### src/rtl/light_pkg.sv
// Shared constants and frame helpers for the LED write arbiter and its pattern engine.
package light_pkg;

    // Pattern modes
    localparam logic [1:0] LIGHT_MODE_OFF     = 2'd0;
    localparam logic [1:0] LIGHT_MODE_BLINK   = 2'd1;
    localparam logic [1:0] LIGHT_MODE_MARQUEE = 2'd2;
    localparam logic [1:0] LIGHT_MODE_COUNTER = 2'd3;

    // LED driver half addresses
    localparam logic [1:0] LIGHT_ADDR_LO = 2'b00;
    localparam logic [1:0] LIGHT_ADDR_HI = 2'b10;

    // Pattern sequencer states
    localparam logic [1:0] ST_IDLE  = 2'd0;
    localparam logic [1:0] ST_WR_LO = 2'd1;
    localparam logic [1:0] ST_WR_HI = 2'd2;

    // Frame values loaded when a mode starts
    localparam logic [23:0] FRAME_START_BLINK   = 24'h000000;
    localparam logic [23:0] FRAME_START_MARQUEE = 24'h000001;
    localparam logic [23:0] FRAME_START_COUNTER = 24'h000000;

    function automatic logic [23:0] frame_start(input logic [1:0] mode);
        case (mode)
            LIGHT_MODE_BLINK:   frame_start = FRAME_START_BLINK;
            LIGHT_MODE_MARQUEE: frame_start = FRAME_START_MARQUEE;
            default:            frame_start = FRAME_START_COUNTER;
        endcase
    endfunction

    // Frame advance applied on each pattern tick
    function automatic logic [23:0] frame_step(input logic [1:0] mode, input logic [23:0] frame);
        case (mode)
            LIGHT_MODE_BLINK:   frame_step = ~frame;
            LIGHT_MODE_MARQUEE: frame_step = {frame[22:0], frame[23]};
            LIGHT_MODE_COUNTER: frame_step = frame + 24'd1;
            default:            frame_step = frame;
        endcase
    endfunction

endpackage

### src/rtl/light_tick_prescaler.sv
// Free-running prescaler producing one tick every TICK_DIV cycles while running.
module light_tick_prescaler
    import light_pkg::*;
#(
    parameter int unsigned TICK_DIV = 25_000_000,
    localparam int unsigned CNT_W = $clog2(TICK_DIV)
) (
    input  logic iCpuClock,
    input  logic iCpuReset,
    input  logic iClear,
    input  logic iRun,
    output logic oTick
);

    logic [CNT_W-1:0] count_q;
    logic [CNT_W-1:0] count_d;
    logic             at_end;

    assign at_end = (count_q == CNT_W'(TICK_DIV - 1));
    // A clear outranks a coincident terminal count
    assign oTick  = iRun && !iClear && at_end;

    // Next count: held at zero when stopped or cleared, wraps at the terminal count
    always_comb begin
        count_d = count_q;
        if (!iRun || iClear) begin
            count_d = '0;
        end else if (at_end) begin
            count_d = '0;
        end else begin
            count_d = count_q + 1'b1;
        end
    end

    // Count register
    always_ff @(posedge iCpuClock or posedge iCpuReset) begin
        if (iCpuReset) begin
            count_q <= '0;
        end else begin
            count_q <= count_d;
        end
    end

endmodule

### src/rtl/light_write_arbiter.sv
// Sole master of the LED driver write port: CPU stores pass straight through with absolute
// priority, and a pattern engine fills idle cycles with two-write (low, high) frame updates.
module light_write_arbiter
    import light_pkg::*;
#(
    parameter int unsigned TICK_DIV = 25_000_000
) (
    input  logic        iCpuClock,
    input  logic        iCpuReset,
    input  logic        iCpuLedWrite,
    input  logic [1:0]  iCpuLightAddress,
    input  logic [15:0] iCpuLightData,
    input  logic        iPatternEnable,
    input  logic [1:0]  iPatternMode,
    output logic        oDoLedWrite,
    output logic [1:0]  oLightAddress,
    output logic [15:0] oLightDataToWrite,
    output logic        oPatternBusy
);

    logic [1:0]  state_q, state_d;
    logic [1:0]  mode_q, mode_d;
    logic [23:0] frame_q, frame_d;

    logic        engine_on;
    logic        start;
    logic        tick;

    logic        pat_req;
    logic [1:0]  pat_addr;
    logic [15:0] pat_data;

    logic        write_d;
    logic [1:0]  addr_d;
    logic [15:0] data_d;
    logic        busy_d;

    assign engine_on = iPatternEnable && (iPatternMode != LIGHT_MODE_OFF);
    // The stored mode is parked at OFF while the engine is off, so this single compare
    // catches both the off->on transition and a mode change while running.
    assign start     = engine_on && (iPatternMode != mode_q);

    light_tick_prescaler #(
        .TICK_DIV (TICK_DIV)
    ) u_prescaler (
        .iCpuClock (iCpuClock),
        .iCpuReset (iCpuReset),
        .iClear    (start),
        .iRun      (engine_on),
        .oTick     (tick)
    );

    // Pattern engine next state and the pattern write request for this cycle
    always_comb begin
        state_d  = state_q;
        mode_d   = mode_q;
        frame_d  = frame_q;
        pat_req  = 1'b0;
        pat_addr = LIGHT_ADDR_LO;
        pat_data = frame_q[15:0];
        if (!engine_on) begin
            state_d = ST_IDLE;
            mode_d  = LIGHT_MODE_OFF;
        end else if (start) begin
            state_d = ST_IDLE;
            mode_d  = iPatternMode;
            frame_d = frame_start(iPatternMode);
        end else if (tick) begin
            // Any unfinished frame is dropped in favour of the new one
            state_d = ST_WR_LO;
            frame_d = frame_step(mode_q, frame_q);
        end else begin
            case (state_q)
                ST_WR_LO: begin
                    pat_req  = 1'b1;
                    pat_addr = LIGHT_ADDR_LO;
                    pat_data = frame_q[15:0];
                    if (!iCpuLedWrite) begin
                        state_d = ST_WR_HI;
                    end
                end
                ST_WR_HI: begin
                    pat_req  = 1'b1;
                    pat_addr = LIGHT_ADDR_HI;
                    pat_data = {8'h00, frame_q[23:16]};
                    if (!iCpuLedWrite) begin
                        state_d = ST_IDLE;
                    end
                end
                default: ;
            endcase
        end
    end

    // Output arbitration: CPU first, then the pattern request; address/data hold when idle
    always_comb begin
        write_d = 1'b0;
        addr_d  = oLightAddress;
        data_d  = oLightDataToWrite;
        if (iCpuLedWrite) begin
            write_d = 1'b1;
            addr_d  = iCpuLightAddress;
            data_d  = iCpuLightData;
        end else if (pat_req) begin
            write_d = 1'b1;
            addr_d  = pat_addr;
            data_d  = pat_data;
        end
        busy_d = (state_d != ST_IDLE);
    end

    // Engine state and registered outputs
    always_ff @(posedge iCpuClock or posedge iCpuReset) begin
        if (iCpuReset) begin
            state_q           <= ST_IDLE;
            mode_q            <= LIGHT_MODE_OFF;
            frame_q           <= 24'h000000;
            oDoLedWrite       <= 1'b0;
            oLightAddress     <= 2'b00;
            oLightDataToWrite <= 16'h0000;
            oPatternBusy      <= 1'b0;
        end else begin
            state_q           <= state_d;
            mode_q            <= mode_d;
            frame_q           <= frame_d;
            oDoLedWrite       <= write_d;
            oLightAddress     <= addr_d;
            oLightDataToWrite <= data_d;
            oPatternBusy      <= busy_d;
        end
    end

endmodule

### config.mk
export PLATFORM = sky130hd
export DESIGN_NAME = light_write_arbiter
export DESIGN_NICKNAME = d
export VERILOG_FILES = /design/src/rtl/light_pkg.sv /design/src/rtl/light_tick_prescaler.sv /design/src/rtl/light_write_arbiter.sv
export SDC_FILE = /design/constraint.sdc
export NUM_CORES = 1
export LEC_CHECK = 0
export CAP_MARGIN = 20
export CORE_MARGIN = 2
export CORE_UTILIZATION = 52
export CTS_CLUSTER_SIZE = 8
export DETAILED_ROUTE_END_ITERATION = 16
export GPL_TIMING_DRIVEN = 0
export PLACE_DENSITY_LB_ADDON = 0.05
export REMOVE_ABC_BUFFERS = 1
export SLEW_MARGIN = 20
export SYNTH_ARGS = -nofsm -noshare
export SYNTH_HDL_FRONTEND = slang
export SYNTH_SLANG_ARGS = --single-unit
export TNS_END_PERCENT = 50
### constraint.sdc
create_clock -name iCpuClock -period 2 [get_ports iCpuClock]
set_input_delay 0.3 -clock iCpuClock [delete_from_list [all_inputs] [get_ports iCpuClock]]
set_output_delay 0.3 -clock iCpuClock [all_outputs]
set_load 0.005 [all_outputs]
# Word-level counts from Yosys, hierarchy flattened
# Cells that the tools add are included.
[op_classes]
addsub = 2
n_eq_ne = 9
mux = 32
bitwise = 1
reduce_logical = 14
[ops]
columns = ["operator", "n"]
rows = [
  ["two-way mux 16 bit", 6],
  ["case mux 24 bit (3 select lines)", 1],
  ["two-way mux 25 bit", 2],
  ["two-way mux 24 bit", 2],
  ["two-way mux 2 bit", 13],
  ["adder 25 x 1 -> 25 bit (second input constant)", 1],
  ["equality test 25 bit (second input constant)", 1],
  ["adder 24 x 1 -> 24 bit (second input constant)", 1],
  ["NOT 24 bit", 1],
  ["equality test 2 bit (second input constant)", 4],
  ["nonzero test 2 bit", 4],
  ["two-way mux 1 bit", 7],
  ["equality test 2 x 1 -> 1 bit (second input constant)", 2],
  ["logical AND 1 bit", 4],
  ["case mux 2 bit (2 select lines)", 1],
  ["nonzero test 4 bit", 1],
  ["AND reduction 3 bit", 1],
  ["logical NOT 1 bit", 2],
  ["inequality test 2 x 1 -> 1 bit (second input constant)", 1],
  ["inequality test 2 bit", 1],
  ["OR reduction 2 bit", 1],
  ["logical OR 1 bit", 1],
]
[totals]
regBits = 73
inputBits = 24
out_inout_bits = 20
word_cells = 66

# Longest topological paths before layout
[depth]
depth_word = 11
mapped_depth = 10
mapped_depth_nobuf = 8

# Modules after synthesis
# From an unflattened synthesis, not the netlist that was laid out.
[unflattened]
hier_cells = 476
area_unflattened_um2 = 4321.6
[by_module_without_submodules]
columns = ["mod", "n_inst", "cells_each", "area_per_inst_um2", "seq_area_each_um2"]
rows = [
  ["light_write_arbiter", 1, 340, 3034.2, 1201.2],
  ["light_tick_prescaler", 1, 136, 1287.5, 625.6],
]

# Worst setup path before layout
# No wires, ideal clock.
[synth_timing]
path_kind = "register to register"
from = "register frame_q[2]"
to = "register frame_q[17]"
setup_ps = 122
arrival_ps = 2012
required_time_ps = 1878
setup_slack_ps = -134
stages_incl_launch_ff = 9
n_path_buf = 2
synth_period_minus_slack_ps = 2134
path_cell_list = "dfrtp_1 -> buf_2 -> nand3_2 -> or3_1 -> buf_2 -> or2_1 -> or3_1 -> a21o_1 -> a32o_1"
[synth_between]
elab_chain_len = 4
[synth_rtl]
columns = ["item", "line", "rtl"]
rows = [
  ["start, declared", "light_write_arbiter.sv:23", "logic [23:0] frame_q, frame_d;"],
  ["start signal, assigned", "light_write_arbiter.sv:125", "frame_q <= frame_d;"],
  ["adder 24 x 1 -> 24 bit", "light_pkg.sv:37", "LIGHT_MODE_COUNTER: frame_step = frame + 24'd1;"],
  ["case mux 24 bit (3 select lines)", "light_pkg.sv:34", "case (mode)"],
  ["two-way mux 24 bit", "light_write_arbiter.sv:68", "end else if (tick) begin"],
  ["two-way mux 24 bit", "light_write_arbiter.sv:64", "end else if (start) begin"],
]
# Every way passes these cells. The select of a mux whose other input is x is not followed.
# A chain may end at the register's enable or synchronous reset.

# Final worst setup path
[layout_timing]
from = "register u_prescaler.count_q[15]"
to = "register oLightDataToWrite[6]"
[layout_between]
elab_chain_len = 7
elab_cells_between_ends = 11
cone_classes = "eq/ne: 1; mux: 8; reduce/logical: 2"
[layout_rtl]
columns = ["item", "line", "rtl"]
rows = [
  ["start, declared", "light_tick_prescaler.sv:15", "logic [CNT_W-1:0] count_q;"],
  ["start signal, assigned", "light_tick_prescaler.sv:40", "count_q <= count_d;"],
  ["equality test 25 bit (*)", "light_tick_prescaler.sv:19", "assign at_end = (count_q == CNT_W'(TICK_DIV - 1));"],
  ["logical AND 1 bit (*)", "light_tick_prescaler.sv:21", "assign oTick = iRun && !iClear && at_end;"],
  ["two-way mux 16 bit", "light_write_arbiter.sv:68", ""],
  ["two-way mux 16 bit", "light_write_arbiter.sv:64", ""],
  ["two-way mux 16 bit", "light_write_arbiter.sv:61", "if (!engine_on) begin"],
  ["two-way mux 16 bit", "light_write_arbiter.sv:104", "end else if (pat_req) begin"],
  ["two-way mux 16 bit", "light_write_arbiter.sv:100", "if (iCpuLedWrite) begin"],
  ["end signal, assigned", "light_write_arbiter.sv:128", "oLightDataToWrite <= data_d;"],
  ["end, declared", "light_write_arbiter.sv:17", "output logic [15:0] oLightDataToWrite,"],
]
# Every way passes the cells marked *; elsewhere a longest branch is shown, timed or not. The select of a mux whose other input is x is not followed.

==> out/qor.yml <==
outcome: "finished with violations"
violations_in_the_final_reports: "setup timing"
critical_path_peak_fanout: 6
vias_per_cell: 6.06
remaining_routing_drc_violations: 0
grt_setup_unrepaired: "true"
dominantRegCellSynth: "dfrtp_1"
timing_max_transition_violations_final: 0
synth.top_cell.area_share: 0.436
coreArea_um2: 7770
postSynth.asyncResetShare: 1.00
largest_net_degree_at_the_start_of_global_routing: 41
clk_transition_reported_paths_ns: 0.08
post-route-period-util: 1.01
layout.cells.most_common_list: "nand2_1, dfrtp_1, nor2_1, clkdlybuf4s50_1, nand3_1"
worst_ep_required_time_ns: 2.25
vias: 3951
hpwlAfterDp_um: 6370
clk-insertion-delay-late_ns: 0.36
layout.cells.most_common: "nand2_1"
place.detailed.instances: 595
part_of_the_yosys_area_used_for_sequential_elements: 0.436
die-height_um: 93.8
switchingPower_uw: 774
p_leak_nw: 2.26
timing.critical_path.arrival_ns: 2.28
endpoint_kind: "flip-flop"
cts-root-buf: "clkbuf_8"
cap_violations: 0
seq_power_share: 0.462
synthDistinctLibCells: 53
route.final.wire_length_um: 11400
dpl_cell_area_um2: 4620
chipWidth_um: 93.8
starting_density_of_the_core: 0.540
n_antenna_cell: 0
io_pins: 44
numCtsBuffers: 9
synth_edf_count: 0
clock_tree_from_tritoncts: "done"
swShare: 0.232
crit_path_start_kind: "flip-flop"
intPower_mw: 2.57
hold_crit_path_type: "primary input to asynchronous set/reset pin"
netlist_instances: 482
cts.sink_count: 73
post-route-cell-area_um2: 5490
number_of_inserted_filler_cells_in_the_final_layout: 602
slew-limit-headroom: 0.464
placement_rows: 32
fin_setup_tns_ns: -0.0839
final_core_util: 0.707
drt_pass1_iterations: 5
final.hold.worst_slack_ns: 0.338
timing.fmax_ghz: 0.493
period_needed_ns: 2.03
synthToLayoutAreaGrowth_pct: 31.0
first_global_vias: 3635
timing.reg2reg.setup_slack_ns: -0.03
nNetsFinal: 575
grt-ovfl-total: 0
cellPowerDensity_nw_per_um2: 608
grt_antenna_before_repair: 0
synth_top_cells_by_area: "dfrtp_1, nand2_1, nor2_1"
yosysWarningCount: 0
pwr-share-clk: 0.425
max-clock-path-buffers: 2
design.die.area_um2: 8800
post_layout_nonfiller_instances: 652
portBuffers: 43
share_of_layout_cells_above_drive_strength_1: 0.225
final-hold-violation-count: 0
netlist.top_cell.by_area: "dfrtp_1"
route.detailed.wl_per_inst_um: 17.4
synthesis.area_per_instance_um2: 8.70
grt_pass1_wl_um: 18100
count_of_h_tree_levels_built_during_cts: 3
gr-usage-all-layers: 0.263
detail_route.iter0.violations: 322
cts.hold.buffers_added: 0
gp_routability_congestion: 0.828
tightest_slew_ns: 0.795
setup_viol: 6
fin_worst_skew_ns: 0.0105
path_class: "flip-flop to flip-flop"
mappedNetlistArea_um2: 4190
finalWorstSetupSlack_ns: -0.0289
antenna_violating_nets_post_route: 0
power.share.combinational: 0.112
vdd_drop_max_mv: 0.436
synth.ff_latch_count: 73
==> metrics by stage <==
stage / setup WS [ns] / power (mW)
after floorplan: -0.530 / 1.72
after global placement: -1.39 / 1.88
after detailed placement: -1.32 / 1.89
after CTS: -0.0162 / 3.34
after global routing: -0.111 / 3.47
final: -0.0289 / 3.34
==> flip-flops by register name, summed over array words and instances (netlist names) <==
signal,cells
oLightDataToWrite,16
frame_q,24
oPatternBusy,1
u_prescaler.count_q,25
state_q,2
oLightAddress,2
oDoLedWrite,1
mode_q,2
==> power by group through the flow <==
stage | Clock, mW | Combinational (mW) | Sequential (mW)
global placement | 0 | 0.312 | 1.57
detailed placement | 0 | 0.320 | 1.57
CTS | 1.44 | 0.355 | 1.54
floorplan | 0 | 0.146 | 1.57
global route | 1.51 | 0.408 | 1.55
finish | 1.42 | 0.375 | 1.54
==> cells in the mapped netlist, types with 3 or more instances <==
cell,instances
o21ai_0,22
a21o_1,7
a22o_1,8
a221oi_1,5
a32o_1,3
nor3_1,8
buf_2,8
nand2b_1,3
nand3_1,38
and3_1,6
o31ai_1,8
and4_1,6
nor2_1,58
a211oi_1,9
o211ai_1,7
inv_1,7
nor2b_1,12
dfrtp_1,73
nand3b_1,9
nor3b_1,3
clkbuf_1,20
a31oi_1,6
xnor2_1,9
xor2_1,21
a21oi_1,12
nand2_1,61
a32oi_1,3
ha_1,6
nand4_1,8
==> final cells by class <==
class	instances	area (um2)	area share
clock inverters	5	103	0.0187
inverters	7	28.8	0.00524
well taps	102	128	0.0232
repair buffers	81	748	0.136
clock buffers	11	141	0.0257
multi-input cells	373	2500	0.455
flip-flops and latches	73	1850	0.336
==> path summary, 6_finish.rpt <==
check | from | to | cells after the start
worst max-delay path | u_prescaler.count_q[15]$_DFF_PP0_ | oLightDataToWrite[6]$_DFFE_PP0P_ | 6
worst min-delay path | iCpuReset | oDoLedWrite$_DFF_PP0_ | 2
worst max register to register | u_prescaler.count_q[15]$_DFF_PP0_ | oLightDataToWrite[6]$_DFFE_PP0P_ | 6
worst min register to register | u_prescaler.count_q[0]$_DFF_PP0_ | u_prescaler.count_q[0]$_DFF_PP0_ | 1
max in group asynchronous | iCpuReset | mode_q[1]$_DFFE_PP0N_ | 3
min in group iCpuClock | iCpuLedWrite | oLightDataToWrite[2]$_DFFE_PP0P_ | 3
==> critical path, cell delays in order, from the launching register on <==
cell      delay [ns]
dfrtp_1         0.39
or4b_4          0.58
nor4_4          0.20
a21bo_4         0.22
or2_4           0.21
a211oi_1        0.07
o31ai_1         0.26
==> cells by family after synthesis <==
family / Yosys count / synth area share
buf+inv: 40 / 0.0418
simple gates: 229 / 0.270
flops: 73 / 0.436
mux: 1 / 0.00239
compound gates: 103 / 0.170
fa+ha+maj: 6 / 0.0179
xor+xnor: 30 / 0.0627
==> layer usage <==
layer	wire length, um	global-route usage
met4	209	0.0906
met3	802	0.0514
met2	5430	0.411
met1	4910	0.366
met5	0	0
==> what timing repair did <==
item | in CTS | in global routing
cloned | 4 | 0
gates resized for setup | 52 | 31
buffers inserted | 30 | 8
pin swaps | 15 | 32
setup endpoints to repair | 68 | 47
(Power assumes the default switching activity.)
